`config.mk`:
```
export PLATFORM = sky130hd
export DESIGN_NAME = async_fifo_wptr_full_flat
export DESIGN_NICKNAME = d
export VERILOG_FILES = /design/src/rtl/async_fifo_wptr_full_if.sv /design/src/rtl/async_fifo_wptr_full.sv /design/src/flat_wrapper.sv
export SDC_FILE = /design/constraint.sdc
export NUM_CORES = 1
export LEC_CHECK = 0
export ABC_AREA = 1
export ABC_CLOCK_PERIOD_IN_PS = 2900
export BUFFER_PORTS_ARGS = -buffer_cell sky130_fd_sc_hd__buf_2
export CAP_MARGIN = 40
export CORE_AREA = 2 2 54 51
export DETAILED_ROUTE_END_ITERATION = 7
export DIE_AREA = 0 0 56 53
export PLACE_DENSITY = 0.75
export SLEW_MARGIN = 20
export SYNTH_ARGS = -nofsm -noshare
export SYNTH_HDL_FRONTEND = slang
export SYNTH_SLANG_ARGS = --single-unit
```
`constraint.sdc`:
```
create_clock -name wr_clk -period 2.9 [get_ports wr_clk]
set_input_delay 0.435 -clock wr_clk [delete_from_list [all_inputs] [get_ports wr_clk]]
set_output_delay 0.435 -clock wr_clk [all_outputs]
set_load 0.02 [all_outputs]
```
`src/rtl/async_fifo_wptr_full_if.sv`:
```
// Write-side bus of the async FIFO pointer stage: producer request,
// read-domain Gray pointer in, memory address / flags / count out.
interface async_fifo_wptr_full_if #(
    parameter int ADDR_W = 4
);
    logic              wr_en;
    logic [ADDR_W:0]   rd_gptr;
    logic [ADDR_W-1:0] b_wrptr;
    logic [ADDR_W:0]   g_wrptr;
    logic              full;
    logic              almost_full;
    logic [ADDR_W:0]   wr_count;
    logic              overflow;

    // Producer / environment side.
    modport master (
        output wr_en,
        output rd_gptr,
        input  b_wrptr,
        input  g_wrptr,
        input  full,
        input  almost_full,
        input  wr_count,
        input  overflow
    );

    // Pointer-stage side.
    modport slave (
        input  wr_en,
        input  rd_gptr,
        output b_wrptr,
        output g_wrptr,
        output full,
        output almost_full,
        output wr_count,
        output overflow
    );
endinterface

```
`src/rtl/async_fifo_wptr_full.sv`:
```
// Write-domain control of the async FIFO: owns the binary/Gray write
// pointer, synchronises the read Gray pointer and derives full,
// almost_full, occupancy and a sticky overflow flag.
module async_fifo_wptr_full #(
    parameter int ADDR_W   = 4,
    parameter int AFULL_TH = 12
) (
    input  logic                  wr_clk,
    input  logic                  wr_rst,
    async_fifo_wptr_full_if.slave bus
);

    localparam logic [ADDR_W:0] AFULL_V = AFULL_TH[ADDR_W:0];

    logic [ADDR_W:0] r_wbin;
    logic [ADDR_W:0] r_gptr;
    logic [ADDR_W:0] r_rq1;
    logic [ADDR_W:0] r_rq2;
    logic [ADDR_W:0] r_count;
    logic            r_full;
    logic            r_afull;
    logic            r_ovf;

    logic            w_push;
    logic [ADDR_W:0] w_wbin_next;
    logic [ADDR_W:0] w_gray_next;
    logic [ADDR_W:0] w_rbin;
    logic [ADDR_W:0] w_count_next;
    logic            w_full_next;

    // Next pointer, synchronised read position and the flags derived from them.
    always_comb begin
        // NOTE: every comb output gets a default first so no path can infer a latch.
        w_rbin       = r_rq2;
        w_push       = bus.wr_en & ~r_full;
        w_wbin_next  = r_wbin + {{ADDR_W{1'b0}}, w_push};
        w_gray_next  = (w_wbin_next >> 1) ^ w_wbin_next;
        // Gray-to-binary: each binary bit is the XOR of all Gray bits at or above it.
        for (int i = 1; i <= ADDR_W; i++) begin
            w_rbin = w_rbin ^ (r_rq2 >> i);
        end
        w_count_next = w_wbin_next - w_rbin;
        // Full when the write pointer is one lap ahead: top two Gray bits inverted.
        w_full_next  = (w_gray_next == {~r_rq2[ADDR_W:ADDR_W-1], r_rq2[ADDR_W-2:0]});
    end

    // Two-flop synchroniser for the read Gray pointer; only r_rq2 is used.
    always_ff @(posedge wr_clk or posedge wr_rst) begin
        if (wr_rst) begin
            r_rq1 <= '0;
            r_rq2 <= '0;
        end else begin
            // NOTE: non-blocking so r_rq2 takes the previous r_rq1, giving two stages.
            r_rq1 <= bus.rd_gptr;
            r_rq2 <= r_rq1;
        end
    end

    // Write pointer, registered flags and occupancy.
    always_ff @(posedge wr_clk or posedge wr_rst) begin
        if (wr_rst) begin
            r_wbin  <= '0;
            r_gptr  <= '0;
            r_count <= '0;
            r_full  <= 1'b0;
            r_afull <= 1'b0;
            r_ovf   <= 1'b0;
        end else begin
            r_wbin  <= w_wbin_next;
            r_gptr  <= w_gray_next;
            r_count <= w_count_next;
            r_full  <= w_full_next;
            r_afull <= (w_count_next >= AFULL_V);
            r_ovf   <= r_ovf | (bus.wr_en & r_full);
        end
    end

    assign bus.b_wrptr     = r_wbin[ADDR_W-1:0];
    assign bus.g_wrptr     = r_gptr;
    assign bus.full        = r_full;
    assign bus.almost_full = r_afull;
    assign bus.wr_count    = r_count;
    assign bus.overflow    = r_ovf;

endmodule

```
`src/flat_wrapper.sv`:
```
// flat-port wrapper written by rule: the top's interface ports become plain ports
module async_fifo_wptr_full_flat 
#(
    parameter int ADDR_W   = 4,
    parameter int AFULL_TH = 12
)
  (wr_clk, wr_rst, bus_wr_en, bus_rd_gptr, bus_b_wrptr, bus_g_wrptr, bus_full, bus_almost_full, bus_wr_count, bus_overflow);
  async_fifo_wptr_full_if #(.ADDR_W(ADDR_W)) bus_i ();
  input  logic wr_clk;
  input  logic wr_rst;
  input wire logic [$bits(bus_i.wr_en)-1:0] bus_wr_en;
  input wire logic [$bits(bus_i.rd_gptr)-1:0] bus_rd_gptr;
  output wire logic [$bits(bus_i.b_wrptr)-1:0] bus_b_wrptr;
  output wire logic [$bits(bus_i.g_wrptr)-1:0] bus_g_wrptr;
  output wire logic [$bits(bus_i.full)-1:0] bus_full;
  output wire logic [$bits(bus_i.almost_full)-1:0] bus_almost_full;
  output wire logic [$bits(bus_i.wr_count)-1:0] bus_wr_count;
  output wire logic [$bits(bus_i.overflow)-1:0] bus_overflow;
  assign bus_i.wr_en = bus_wr_en;
  assign bus_i.rd_gptr = bus_rd_gptr;
  assign bus_b_wrptr = bus_i.b_wrptr;
  assign bus_g_wrptr = bus_i.g_wrptr;
  assign bus_full = bus_i.full;
  assign bus_almost_full = bus_i.almost_full;
  assign bus_wr_count = bus_i.wr_count;
  assign bus_overflow = bus_i.overflow;
  async_fifo_wptr_full #(.ADDR_W(ADDR_W), .AFULL_TH(AFULL_TH)) u_core (.wr_clk(wr_clk), .wr_rst(wr_rst), .bus(bus_i));
endmodule
```
# Word level (Yosys, flattened, before mapping)
# Index checks and enable logic that the tools add are counted.
# word_totals
input_bits,8
ff_bits,28
latchBits,0
out_inout_bits,17
ramBits,0
word_cells,22
romBits,0
memories,0
# op_classes
n_shift,0
add_sub_neg,2
order_cmp,1
bitwise_logic,10
mul,0
n_mux,0
n_eq_ne,1
n_reduce_logical,0
div,0
# ops
op,n
5-bit by 1-bit adder with 5-bit output,1
5-bit equality test,1
"5-bit by 4-bit >= comparator with 1-bit output, second input constant",1
5-bit subtractor,1
4-bit by 5-bit XOR with 5-bit output,1
5-bit by 1-bit XOR with 5-bit output,1
5-bit by 2-bit XOR with 5-bit output,1
5-bit by 3-bit XOR with 5-bit output,1
5-bit by 4-bit XOR with 5-bit output,1
1-bit bitwise AND,2
2-bit NOT,1
1-bit NOT,1
1-bit bitwise OR,1

# Depth between registers and ports, before layout
# logic_depth
ltp_word,6
mapped_depth,13
depth_no_buf,13

# Least setup slack after synthesis
# OpenSTA, ideal clock, no wires.
# synth_path
path_kind,reg2reg
from,reg u_core.r_full (netlist: u_core.bus.full)
to,reg u_core.r_afull (netlist: u_core.bus.almost_full)
synth_period_minus_slack_ns,2.222
t_arrival_ns,2.154
required_time_ns,2.832
path_slack_ns,0.678
path_buffers,0
setup_time_ns,0.068
stages_incl_launch_ff,12
cell_sequence,dfrtp_1 -> nor2_1 -> ha_1 -> ha_1 -> inv_1 -> fa_1 -> inv_1 -> nand2_1 -> nand2_1 -> a21oi_1 -> or2_1 -> nand3_1
# synth_via
elab_chain_len,5
# synth_lines
item,line_no,rtl
"start, declared",async_fifo_wptr_full.sv:20,logic r_full;
"start signal, assigned",async_fifo_wptr_full.sv:72,r_full <= w_full_next;
1-bit NOT,async_fifo_wptr_full.sv:35,w_push = bus.wr_en & ~r_full;
1-bit bitwise AND,async_fifo_wptr_full.sv:35,
5-bit by 1-bit adder with 5-bit output,async_fifo_wptr_full.sv:36,"w_wbin_next = r_wbin + {{ADDR_W{1'b0}}, w_push};"
via u_core.w_wbin_next[1],async_fifo_wptr_full.sv:25,logic [ADDR_W:0] w_wbin_next;
5-bit subtractor,async_fifo_wptr_full.sv:42,w_count_next = w_wbin_next - w_rbin;
5-bit by 4-bit >= comparator with 1-bit output,async_fifo_wptr_full.sv:73,r_afull <= (w_count_next >= AFULL_V);
"end signal, assigned",async_fifo_wptr_full.sv:73,
"end, declared",async_fifo_wptr_full.sv:21,logic r_afull;
# The timed path passes the listed nets, and every way through them passes these cells.

# Final worst setup path
# layout_path
from,reg u_core.r_full (netlist: u_core.bus.full)
to,reg u_core.r_afull (netlist: u_core.bus.almost_full)
# layout_via
elab_chain_len,5
# layout_lines
item,line_no,rtl
1-bit NOT,async_fifo_wptr_full.sv:35,
1-bit bitwise AND,async_fifo_wptr_full.sv:35,
5-bit by 1-bit adder with 5-bit output,async_fifo_wptr_full.sv:36,
via u_core.w_wbin_next[2],async_fifo_wptr_full.sv:25,
5-bit subtractor,async_fifo_wptr_full.sv:42,
via u_core.w_count_next[3],async_fifo_wptr_full.sv:28,logic [ADDR_W:0] w_count_next;
5-bit by 4-bit >= comparator with 1-bit output,async_fifo_wptr_full.sv:73,
# The timed path passes the listed nets, and every way through them passes these cells.

==> metrics.md <==
| Metric | Value |
|---|---|
| P per Cell Area | 1170 mW/mm^2 |
| Post-route antenna net violation count | 0 |
| RSZ-0062 raised after global routing | false |
| Initial antenna violation count | 0 |
| Total chip power | 1.63 mW |
| Top Ports | 25 |
| Last element of the critical path | u_core.bus.almost_full$_DFF_PP0_ |
| Data required, critical path | between 3 and 4 ns |
| Gpl congestion | 0.848 |
| Most frequent cells after synthesis | 38 x nand2_1, 27 x dfrtp_1, 15 x inv_1 |
| Leak pwr | 0.772 nW |
| Post-DP HPWL | between 1500 and 2000 um |
| Clock Path Buffers | 2 |
| CP endpoint kind | flip-flop |
| Inserted Clock Buffers | 3 |
| Synth warn | 0 |
| Highest clock rate | 0.423 GHz |
| Hold crit path type | primary input to async pin |
| CTS tree | built |
| Clk slew on worst S/H paths | 0.14 ns |
| CP max-delay cell | dfrtp_1 |
| Largest net degree at the start of global routing | 16 |
| Post-Route Setup TNS | 0 ns |
| Via count | slightly below 900 |
| Placed Cells | around 180 |
| Synth Flop Type | dfrtp_1 |
| Die area | 0.00297 mm^2 |
| WL met2 | 877 um |
| Hold Violations, Final | 0 |
| Final Slew Violations | 0 |
| Async SR Flop Fraction | 1.00 |
| Highest metal used | met4 |
| Total GRT Usage | 0.153 |
| Fin nets | 167 |
| Syn Inst Count | 123 |
| Initial DRC count | 21 |
| Post-synth EDFFs | 0 |
| Most numerous cell on the critical path | nand2_1 |
| M1 WL | 943 um |
| Die Ht | approximately 53 um |
| Core area | roughly 0.0024 mm^2 |
| Synth area leaders | dfrtp_1 56%, nand2_1 12%, ha_1 6.2% |
| Crit path largest cell delay | 0.42 ns |
| Worst-Skew Late Latency | 0.32 ns |
| FF-to-FF End | u_core.bus.almost_full$_DFF_PP0_ |
| Clock Tree Root | clkbuf_4 |
| # DRC | 0 |
| TritonCTS Sinks | 27 |
| Setup bufs post-CTS | 0 |
| Fin util | 0.587 |
| DRT Wirelength | 1950 um |
| Cts-stage hold buffer count | 0 |
| Routed met3 length | between 100 and 150 um |
| WL per Instance | 10.9 um |
| CP arrival | 2.63 ns |
| Setup Skew | approximately 0.0033 ns |
| Post-synth top area share | 0.559 |
| Crit Path Category | flip-flop to flip-flop |
| Crit-path cells | nor2_1 > ha_1 > ha_1 > inv_1 > nand2_1 > nand2_1 > ha_1 > nand2_1 > o21ai_0 > xor2_1 > nand2_1 > nand3_1 |
| Layout cells sized above 1 | 0.212 |
| Worst-Margin Slew | between 0.5 and 0.6 ns |
| Syn Std Cell Area | 0.00121 mm^2 |
| Final Setup Violations | 0 |
| Initial core utilization | 0.507 |
| Non-Filler Instances | 179 |
| Reg2Reg Launch Point | u_core.bus.full$_DFF_PP0_ |
| Tmin final | 2.36 ns |
| Area added between synthesis and finish | 15.6% |
| Crit path max fanout | 5 |
| Most frequent cell after synthesis | nand2_1 |
| Flops & latches, synth | 27 |
| Max-cap viol count | 0 |
| Worst vdd ir | 0.680 mV |
| Slew margin rel. | 0.611 |
| CP startpoint | u_core.bus.full$_DFF_PP0_ |
| DR pass1 iterations | 4 |
| Status | finished clean |
| Sequential area share after synthesis | 0.559 |
| Post-CTS sizing | 0 |
| N_diodes | 0 |
| Tcrit/Tclk final | 0.815 |
| Post-synth cell types | 19 |
| Die Wd | 56 um |
| First-pass GRT wire length | 3460 um |
| Startpoint Class | flip-flop |
| Vias/cell | 4.88 |
| Yosys top cell by area | dfrtp_1 |
| Vias in the first global route | between 800 and 900 |
| Final global-route overflow total | 0 |
| Core Rows | 17 |
| Syn nets | approximately 140 |
| Port bufs | 24 |
| R2R cell count | 12 |
| R2r setup slk | around 0.54 ns |
| Synthesized area per cell | 9.83 um^2 |
| H-tree Lvls | 1 |
==> state kept, by name, summed over array words and instances (netlist names) <==
register	cells
u_core.bus.full	1
u_core.r_wbin	4
u_core.bus.wr_count	5
u_core.bus.overflow	1
u_core.r_rq2	5
u_core.r_rq1	5
u_core.bus.g_wrptr	5
u_core.bus.almost_full	1
==> worst min path at each step <==
stage / to / slack (ns)
floorplan: u_core.r_rq2[0]$_DFF_PP0_ / 0.33
global placement: u_core.r_rq2[0]$_DFF_PP0_ / 0.33
detailed placement: u_core.r_rq2[3]$_DFF_PP0_ / 0.34
CTS: u_core.bus.wr_count[3]$_DFF_PP0_ / 0.14
global route: u_core.bus.wr_count[4]$_DFF_PP0_ / 0.17
finish: u_core.r_rq1[4]$_DFF_PP0_ / 0.14
==> power by group <==
| part | leakage (nW) | internal, mW | switching (mW) | total, mW |
|---|---|---|---|---|
| clock network | 0.0150 | 0.0539 | 0.106 | 0.160 |
| registers | 0.321 | 0.509 | 0.0705 | 0.579 |
| logic | 0.436 | 0.314 | 0.577 | 0.891 |
==> worst max-delay path, delay by kind of cell (launching register included) <==
| family | cells | cell delay, ns |
|---|---|---|
| XOR/XNOR | 1 | 0.24 |
| AND/OR/NAND/NOR | 6 | 0.51 |
| buffers and inverters | 1 | 0.07 |
| adder cells (fa/ha/maj) | 3 | 0.87 |
| flip-flops | 1 | 0.42 |
| AO/OA/AOI/OAI | 1 | 0.21 |
==> cells in the final DEF (no fill, tap or decap) <==
cell type	instances
a21o_1	1
a21oi_1	2
buf_2	24
buf_8	1
clkbuf_1	1
clkbuf_4	3
dfrtp_1	27
fa_1	1
ha_1	6
inv_1	15
inv_2	1
nand2_1	38
nand3_1	14
nand3b_1	2
nand4_1	3
nor2_1	3
o21ai_0	1
or2_1	1
xnor2_1	2
xnor2_2	1
xor2_1	2
xor2_2	2
==> kinds of logic (layout without fill, tap and decap cells) <==
group	Yosys count	in the layout	share of synthesized area
simple gates	61	61	0.218
flops	27	27	0.559
xor+xnor	7	7	0.0694
fa+ha+maj	7	7	0.0787
buf+inv	17	45	0.0559
compound gates	4	4	0.0186
==> metrics by stage <==
stage	hold WS [ns]	cell area, um^2	setup slack [ns]
2_1_floorplan	0.331	1210	0.678
3_3_place_gp	0.332	1360	0.515
3_5_place_dp	0.336	1370	0.447
4_1_cts	0.143	1400	0.539
5_1_grt	0.175	1400	0.252
6_report	0.142	1400	0.536
==> routing by layer <==
layer | vias to the layer above | track usage
met5 | - | 0
met4 | 0 | 0.0873
met3 | 2 | 0.0269
met2 | 25 | 0.255
met1 | 404 | 0.191
li1 | 443 | -
==> area by class of cell <==
type / count / area (um^2)
fillers: 226 / 985
multi-input cells: 79 / 465
flip-flops and latches: 27 / 676
repair buffers: 25 / 135
well taps: 28 / 35.0
inverters: 16 / 60.1
clock buffers: 4 / 26.3
No activity file was read; power rests on OpenSTA's default activity.
